File: src/rtl/gprs_bank_if.sv
// Decode/writeback-side bundle for the gprs_bank register file: read ports,
// scoreboard allocate, write port and bulk-clear handshake.
interface gprs_bank_if #(
    parameter int DATA_W = 16,
    parameter int ADDR_W = 3
);
    logic [ADDR_W-1:0] rs1;
    logic [ADDR_W-1:0] rs2;
    logic [DATA_W-1:0] rd1;
    logic [DATA_W-1:0] rd2;
    logic              rd1_busy;
    logic              rd2_busy;
    logic [ADDR_W-1:0] ws;
    logic [DATA_W-1:0] wd;
    logic              we;
    logic              alloc_en;
    logic [ADDR_W-1:0] alloc_reg;
    logic              clr_req;
    logic              clr_busy;
    logic              clr_done;

    modport master (
        output rs1, rs2, ws, wd, we, alloc_en, alloc_reg, clr_req,
        input  rd1, rd2, rd1_busy, rd2_busy, clr_busy, clr_done
    );

    modport slave (
        input  rs1, rs2, ws, wd, we, alloc_en, alloc_reg, clr_req,
        output rd1, rd2, rd1_busy, rd2_busy, clr_busy, clr_done
    );
endinterface

File: src/rtl/gprs_bank.sv
// Parametrised general-purpose register file with pending-write scoreboard,
// optional hardwired R0, optional write-to-read bypass and a bulk-clear engine.
module gprs_bank #(
    parameter int DATA_W  = 16,
    parameter int ADDR_W  = 3,
    parameter int ZERO_R0 = 0,
    parameter int BYPASS  = 1
) (
    input logic        clk,
    input logic        reset,
    gprs_bank_if.slave bus
);
    localparam int              NUM_REGS = 1 << ADDR_W;
    localparam logic [ADDR_W-1:0] LAST_IDX = ADDR_W'(NUM_REGS - 1);

    typedef enum logic [1:0] {
        S_IDLE,
        S_CLEAR,
        S_DONE
    } state_t;

    state_t            state;
    state_t            state_nxt;
    logic [ADDR_W-1:0] clr_idx;
    logic [DATA_W-1:0] regs [NUM_REGS];
    logic [NUM_REGS-1:0] pending;

    logic idle;
    logic wr_ok;
    logic alloc_ok;
    logic clr_start;
    logic byp1;
    logic byp2;

    assign idle      = (state == S_IDLE);
    // Writes and allocates to R0 are dropped entirely when it is hardwired.
    assign wr_ok     = idle && bus.we && !((ZERO_R0 != 0) && (bus.ws == '0));
    assign alloc_ok  = idle && bus.alloc_en && !((ZERO_R0 != 0) && (bus.alloc_reg == '0));
    assign clr_start = idle && bus.clr_req;
    assign byp1      = (BYPASS != 0) && wr_ok && (bus.ws == bus.rs1);
    assign byp2      = (BYPASS != 0) && wr_ok && (bus.ws == bus.rs2);

    // ------------------------------------------------------------------
    // Clear FSM
    // ------------------------------------------------------------------
    always_ff @(posedge clk or negedge reset) begin
        if (!reset) begin
            state <= S_IDLE;
        end else begin
            // NOTE: sequential state uses non-blocking assignment so every
            // flop samples pre-edge values regardless of block ordering.
            state <= state_nxt;
        end
    end

    always_comb begin
        // NOTE: every output of a combinational block gets a default first,
        // otherwise a missed branch infers a latch.
        state_nxt    = state;
        bus.clr_busy = 1'b0;
        bus.clr_done = 1'b0;
        unique case (state)
            S_IDLE: begin
                if (bus.clr_req) state_nxt = S_CLEAR;
            end
            S_CLEAR: begin
                bus.clr_busy = 1'b1;
                if (clr_idx == LAST_IDX) state_nxt = S_DONE;
            end
            S_DONE: begin
                bus.clr_busy = 1'b1;
                bus.clr_done = 1'b1;
                state_nxt    = S_IDLE;
            end
            default: state_nxt = S_IDLE;
        endcase
    end

    always_ff @(posedge clk or negedge reset) begin
        if (!reset) begin
            clr_idx <= '0;
        end else if (clr_start) begin
            clr_idx <= '0;
        end else if (state == S_CLEAR) begin
            clr_idx <= clr_idx + 1'b1;
        end
    end

    // ------------------------------------------------------------------
    // Register storage
    // ------------------------------------------------------------------
    always_ff @(posedge clk or negedge reset) begin
        if (!reset) begin
            // NOTE: this array is reset on purpose (architectural zero state),
            // which keeps it in flops rather than a RAM macro.
            for (int i = 0; i < NUM_REGS; i++) regs[i] <= '0;
        end else if (state == S_CLEAR) begin
            regs[clr_idx] <= '0;
        end else if (wr_ok) begin
            regs[bus.ws] <= bus.wd;
        end
    end

    // Scoreboard: a later non-blocking assignment to the same bit wins, so
    // alloc beats a same-cycle write, and a clear start beats both.
    always_ff @(posedge clk or negedge reset) begin
        if (!reset) begin
            pending <= '0;
        end else if (clr_start) begin
            pending <= '0;
        end else begin
            if (wr_ok)    pending[bus.ws]        <= 1'b0;
            if (alloc_ok) pending[bus.alloc_reg] <= 1'b1;
        end
    end

    // ------------------------------------------------------------------
    // Read ports
    // ------------------------------------------------------------------
    always_comb begin
        bus.rd1      = regs[bus.rs1];
        bus.rd1_busy = pending[bus.rs1];
        if (byp1) begin
            bus.rd1      = bus.wd;
            bus.rd1_busy = 1'b0;
        end
        if ((ZERO_R0 != 0) && (bus.rs1 == '0)) begin
            bus.rd1      = '0;
            bus.rd1_busy = 1'b0;
        end
    end

    always_comb begin
        bus.rd2      = regs[bus.rs2];
        bus.rd2_busy = pending[bus.rs2];
        if (byp2) begin
            bus.rd2      = bus.wd;
            bus.rd2_busy = 1'b0;
        end
        if ((ZERO_R0 != 0) && (bus.rs2 == '0)) begin
            bus.rd2      = '0;
            bus.rd2_busy = 1'b0;
        end
    end
endmodule

File: src/flat_wrapper.sv
// flat-port wrapper written by rule: the top's interface ports become plain ports
module gprs_bank_flat 
#(
    parameter int DATA_W  = 16,
    parameter int ADDR_W  = 3,
    parameter int ZERO_R0 = 0,
    parameter int BYPASS  = 1
)
  (clk, reset, bus_rs1, bus_rs2, bus_ws, bus_wd, bus_we, bus_alloc_en, bus_alloc_reg, bus_clr_req, bus_rd1, bus_rd2, bus_rd1_busy, bus_rd2_busy, bus_clr_busy, bus_clr_done);
  gprs_bank_if #(.DATA_W(DATA_W), .ADDR_W(ADDR_W)) bus_i ();
  input logic clk;
  input logic reset;
  input wire logic [$bits(bus_i.rs1)-1:0] bus_rs1;
  input wire logic [$bits(bus_i.rs2)-1:0] bus_rs2;
  input wire logic [$bits(bus_i.ws)-1:0] bus_ws;
  input wire logic [$bits(bus_i.wd)-1:0] bus_wd;
  input wire logic [$bits(bus_i.we)-1:0] bus_we;
  input wire logic [$bits(bus_i.alloc_en)-1:0] bus_alloc_en;
  input wire logic [$bits(bus_i.alloc_reg)-1:0] bus_alloc_reg;
  input wire logic [$bits(bus_i.clr_req)-1:0] bus_clr_req;
  output wire logic [$bits(bus_i.rd1)-1:0] bus_rd1;
  output wire logic [$bits(bus_i.rd2)-1:0] bus_rd2;
  output wire logic [$bits(bus_i.rd1_busy)-1:0] bus_rd1_busy;
  output wire logic [$bits(bus_i.rd2_busy)-1:0] bus_rd2_busy;
  output wire logic [$bits(bus_i.clr_busy)-1:0] bus_clr_busy;
  output wire logic [$bits(bus_i.clr_done)-1:0] bus_clr_done;
  assign bus_i.rs1 = bus_rs1;
  assign bus_i.rs2 = bus_rs2;
  assign bus_i.ws = bus_ws;
  assign bus_i.wd = bus_wd;
  assign bus_i.we = bus_we;
  assign bus_i.alloc_en = bus_alloc_en;
  assign bus_i.alloc_reg = bus_alloc_reg;
  assign bus_i.clr_req = bus_clr_req;
  assign bus_rd1 = bus_i.rd1;
  assign bus_rd2 = bus_i.rd2;
  assign bus_rd1_busy = bus_i.rd1_busy;
  assign bus_rd2_busy = bus_i.rd2_busy;
  assign bus_clr_busy = bus_i.clr_busy;
  assign bus_clr_done = bus_i.clr_done;
  gprs_bank #(.DATA_W(DATA_W), .ADDR_W(ADDR_W), .ZERO_R0(ZERO_R0), .BYPASS(BYPASS)) u_core (.clk(clk), .reset(reset), .bus(bus_i));
endmodule
File: config.mk
export PLATFORM = sky130hd
export DESIGN_NAME = gprs_bank_flat
export DESIGN_NICKNAME = d
export VERILOG_FILES = /design/src/rtl/gprs_bank_if.sv /design/src/rtl/gprs_bank.sv /design/src/flat_wrapper.sv
export SDC_FILE = /design/constraint.sdc
export NUM_CORES = 1
export LEC_CHECK = 0
export BUFFER_PORTS_ARGS = -buffer_cell sky130_fd_sc_hd__clkbuf_2
export CAP_MARGIN = 30
export CORE_AREA = 8 8 132 134
export CTS_BUF_LIST = sky130_fd_sc_hd__clkbuf_16
export DETAILED_ROUTE_END_ITERATION = 7
export DIE_AREA = 0 0 140 142
export GPL_TIMING_DRIVEN = 1
export PLACE_DENSITY = 0.73
export SLEW_MARGIN = 10
export SYNTH_ARGS = -nofsm -noshare
export SYNTH_HDL_FRONTEND = slang
export SYNTH_SLANG_ARGS = --single-unit
File: constraint.sdc
create_clock -name clk -period 2.7 [get_ports clk]
set_clock_uncertainty 0.05 [all_clocks]
set_input_delay 0.405 -clock clk [delete_from_list [all_inputs] [get_ports clk]]
set_output_delay 0.405 -clock clk [all_outputs]
set_load 0.01 [all_outputs]
Yosys cells after proc, flatten, opt, wreduce, memory -nomap -nowiden
Index checks and enable logic that the tools add are counted.
{ "op_classes": {"n_addsub": 1, "order_cmp": 12, "n_eq_ne": 7, "mux": 36, "bitwise_logic": 9, "n_reduce_logical": 14} }
{ "ops": {"columns": ["op", "count"], "rows": [
  ["two-way mux 128 bit", 2],
  ["bitwise AND 128 bit", 1],
  ["bitwise mux 128 bit", 1],
  ["two-way mux 16 bit", 8],
  ["inverter 128 bit", 1],
  ["binary-select mux 16 bit (select 3 bit)", 2],
  ["demux 16 bit (select 3 bit)", 2],
  ["two-way mux 8 bit", 4],
  ["greater-or-equal comparator 4 bit (second input constant)", 4],
  ["less-than comparator 3 x 4 -> 1 bit (second input constant)", 4],
  ["inverter 3 -> 4 bit", 4],
  ["logical AND 1 bit", 9],
  ["bitwise AND 8 bit", 1],
  ["less-than comparator 4 x 1 -> 1 bit (second input constant)", 2],
  ["two-way mux 1 bit", 8],
  ["inverter 8 bit", 1],
  ["bitwise OR 8 bit", 1],
  ["binary-select mux 1 bit (select 3 bit)", 2],
  ["demux 1 bit (select 3 bit)", 2],
  ["== test 3 bit", 2],
  ["greater-or-equal comparator 3 x 1 -> 1 bit (second input constant)", 2],
  ["two-way mux 3 bit", 2],
  ["two-way mux 2 bit", 2],
  ["one-hot mux 2 bit (2 select lines)", 1],
  ["other kinds (10)", 11]
]} }
{ "word_totals": {"reg_bits": 141, "in_bits": 33, "output_inout_bits": 36, "wordCells": 90} }

Logic depth before layout (Yosys ltp)
{ "depth": {"word_depth": 11, "mapped_depth": 7, "ltp_nobuf": 5} }

Least setup slack after synthesis
OpenSTA, ideal clock, no wires.
{ "synth_path": {"path_kind": "input to output", "from": "input port bus_rs2[1]", "to": "output port bus_rd2[0]", "arrival_ns": 1.829, "t_required_ns": 2.245, "setup_slack_ns": 0.416, "path_stages": 5, "n_path_buf": 2, "path_cell_list": "clkbuf_1 > clkbuf_1 > mux4_1 > mux2_2 > mux2_2"} }
{ "synth_between": {"elab_chain_len": 5, "elab_cells_between_ends": 7, "cone_classes": "eq/ne: 1; mux: 4; bitwise: 1; reduce/logical: 1"} }
{ "synth_rtl": {"columns": ["item", "line_no", "source"], "rows": [
  ["start, declared", "flat_wrapper.sv:14", "input wire logic [$bits(bus_i.rs2)-1:0] bus_rs2;"],
  ["inverter 3 -> 4 bit (implied by the code)", "gprs_bank.sv:134", "bus.rd2 = regs[bus.rs2];"],
  ["binary-select mux 16 bit (select 3 bit)", "gprs_bank.sv:134", null],
  ["two-way mux 16 bit (implied by the code) (2 in a row)", "gprs_bank.sv:134", null],
  ["two-way mux 16 bit *", "gprs_bank.sv:136", "if (byp2) begin"],
  ["end, declared", "flat_wrapper.sv:22", "output wire logic [$bits(bus_i.rd2)-1:0] bus_rd2;"]
]} }
Mark *: on every way between the ends. The rest lies on a longest branch, timed or not. The select of a mux whose other input is x is not followed.

Worst setup path after layout
{ "layout_path": {"from": "register u_core.state[0]", "to": "output port bus_rd2[10]"} }
{ "layout_between": {"elab_chain_len": 4} }
{ "layout_rtl": {"columns": ["item", "line_no", "source"], "rows": [
  ["start, declared", "gprs_bank.sv:22", "state_t state;"],
  ["start signal, assigned", "gprs_bank.sv:52", "state <= state_nxt;"],
  ["zero test 2 bit", "gprs_bank.sv:35", "assign idle = (state == S_IDLE);"],
  ["logical AND 1 bit", "gprs_bank.sv:37", "assign wr_ok = idle && bus.we && !((ZERO_R0 != 0) && (bus.ws == '0));"],
  ["logical AND 1 bit", "gprs_bank.sv:41", "assign byp2 = (BYPASS != 0) && wr_ok && (bus.ws == bus.rs2);"],
  ["two-way mux 16 bit", "gprs_bank.sv:136", null]
]} }
No other way between the ends.

==> metrics <==
Initial Util 0.533; number of enable flip-flop cells after synthesis 0; clock root cell clkbuf_16; Setup crit end kind output pin; Critical path buffers and inverters 4; largest buffer count on any clock path 2; Max VDD drop 0.689 mV; total gr overflow 0; clock sinks 141; most frequent cell on the critical path buf_4; Net Switching 2.72 mW; Worst path top cell family by delay buffers and inverters; status finished with violations; Post-Syn Instances 564; Gate power share 0.346; number of global-route vias before repair 6241; Clock Pin Slew Worst Setup and Hold Paths 0.06 ns; share of layout cells above drive strength 1 0.331; global-route wire length before repair 36400 um; LEAKAGE 4.70 nW; total track usage 0.242; Startpoint Class register; Syn Nets 603; final cell count without fillers 834; critical-path cell list inv_2 > ha_4 > and2_1 > nand4_1 > buf_4 > buf_4 > mux2_2 > clkbuf_2; fmax 386 MHz; worst slew pin tran 0.833 ns; antenna violations before repair 1; nets 668; sequential share of power 0.396; Primary FF master, synth dfrtp_1; setup_tns 0 ns; Critical Path RT 2.25 ns; gpl congestion 0.831; core area 15400 um2; CP max stage delay 0.39 ns; largest fanout on the critical path 6; H-tree depth 4; DR vias/cell 7.22; Iter 0 DRT Violations 598; fin crit share 0.960; # setup viols final 0; max-cap check violation count 0; HPWL Detailed 14200 um; largest net degree at the start of global routing 91; P per Cell Area 903 nW/um2; register area share after synthesis 0.429; Clock Power Share 0.258; Crit-path slowest cell dfrtp_1; final-report hold violation count 7; Post-Route Hold Slack -0.00314 ns; Worst Path Arrival 2.14 ns; Sw Ratio 0.320; syn avg cell area 14.6 um2; die height 142 um; worst skew pair latency 0.42 ns; failing checks hold timing; routed length per placed instance 28.2 um; placed cells 799; dpl ws 0.175 ns; Yosys warning total 0; internal power 5.78 mW; Vias 6023; Layout area overhead 14.4%; Worst Hold Class in2async; Pre-antenna DRT Iters 6; setup slack after layout 0.109 ns; Remaining DRCs 0; detailed-route wire length 23600 um; RSZ-0062 raised after global routing no; register area 3530 um2; DRT antenna net count 0; minimum clock period 2.59 ns; Die X 140 um; mapped cell area 8220 um2; Multi-input gate area 4330 um2; max-slew violations 0; Site Rows 46; I/O pins 69; die footprint 19900 um2; Filler cells 1173; CP Class reg2out; # port buffers 68; reg-to-reg slack, setup 0.71 ns; Slew headroom 0.445; ys async rst share 1.00; Tot Pwr 8.50 mW; TritonCTS buffer count 17; register bit total from synthesis 141; post-synthesis cell type count 35; CTS tree done
[area by class of cell]
cell class / instances / share of cell area
Sequential cell: 141 / 0.375
Multi-Input combinational cell: 355 / 0.461
Antenna cell: 1 / 0.000266
Clock buffer: 17 / 0.0452
Clock inverter: 14 / 0.0122
Inverter: 6 / 0.00240
Timing Repair Buffer: 108 / 0.0785
Tap cell: 192 / 0.0255
[routing by layer]
layer / wire, um / up-vias / global-route usage
li1: - / 2454 / -
met1: 9670 / 3108 / 0.317
met2: 11100 / 408 / 0.375
met3: 2260 / 53 / 0.0708
met4: 532 / 0 / 0.0926
met5: 0 / - / 0
[worst register-to-register path: cells and delay by family, from the launching register on]
| kind | cells | cell delay (ns) |
|---|---|---|
| flops | 1 | 0.41 |
| buf+inv | 3 | 0.51 |
| simple gates | 1 | 0.39 |
| fa+ha+maj | 1 | 0.17 |
| compound gates | 2 | 0.34 |
[power by group through the flow]
| stage | Combinational [mW] | Clock (mW) | Sequential, mW |
|---|---|---|---|
| after floorplan | 2.13 | 0 | 3.14 |
| after global placement | 2.80 | 0 | 3.27 |
| after detailed placement | 2.90 | 0 | 3.34 |
| after CTS | 2.93 | 2.22 | 3.33 |
| after global routing | 3.13 | 2.31 | 3.44 |
| final | 2.94 | 2.19 | 3.36 |
[kinds of logic (layout without fill, tap and decap cells)]
logic type	after synthesis	count (layout)	synth area share
AOI/OAI and AO/OA	155	155	0.154
DFF	141	141	0.429
muxes	137	137	0.314
buffers and inverters	68	145	0.0463
and+or+nand+nor	50	50	0.0402
xor gates and xnor gates	7	7	0.00746
adders and majority gates	6	6	0.00913
other	0	1	0
[stage by stage]
stage                     hold WS (ns)  utilization  instance area, um2
final                         -0.00314        0.610                9400
after global routing            0.0607        0.610                9400
after CTS                       0.0361        0.608                9380
after detailed placement         0.442        0.572                8820
after global placement           0.439        0.572                8820
after floorplan                 0.0594            -                8220
[cell usage after synthesis (6+ instances only)]
library cell / number / share of area
nor2_1: 10 / 0.0046
xnor2_1: 7 / 0.0075
a22o_1: 128 / 0.14
buf_1: 16 / 0.0073
mux4_1: 63 / 0.20
buf_2: 16 / 0.0097
ha_1: 6 / 0.0091
clkbuf_1: 15 / 0.0068
a21oi_1: 15 / 0.0091
mux2_2: 57 / 0.078
dfrtp_1: 141 / 0.43
nand2_1: 6 / 0.0027
mux2_4: 10 / 0.018
buf_6: 13 / 0.018
o21ai_0: 9 / 0.0055
inv_1: 6 / 0.0027
[worst paths after layout]
| kind | cells after the start | from | endpoint |
|---|---|---|---|
| worst max-delay path | 8 | u_core.state[0] | bus_rd2[10] |
| worst max register to register | 7 | u_core.state[0] | u_core.regs[97] |
| worst min register to register | 1 | u_core.regs[96] | u_core.regs[96] |
| worst min-delay path | 1 | reset | u_core.regs[62] |
| min in group clk | 4 | bus_alloc_reg[0] | u_core.pending[6] |
| max in group asynchronous | 2 | reset | u_core.regs[127] |
[placed cells by master (no fill, tap or decap), types with 5 or more instances in the layout]
cell type    n
dfrtp_1    141
a22o_1     128
clkbuf_2    67
mux4_1      63
mux2_2      57
buf_4       32
clkbuf_16   17
a21oi_1     15
mux2_4      10
nor2_1      10
inv_1        9
o21ai_0      9
xnor2_1      7
buf_12       7
nand2_1      6
mux4_2       5
and4b_1      5
ha_1         5
[flip-flops by register name, indices dropped and copies added, names as in the netlist]
name and flops:
u_core.regs 128, u_core.pending 8, u_core.clr_idx 3, u_core.state 2
[what timing repair did]
item                       in CTS  in global routing
buffers inserted                1                  0
setup endpoints to repair      12                 24
cloned                          1                  0
hold buffers                    0                  0
gates resized for setup         3                  3
Note: power is estimated with default switching activity, not from simulation.
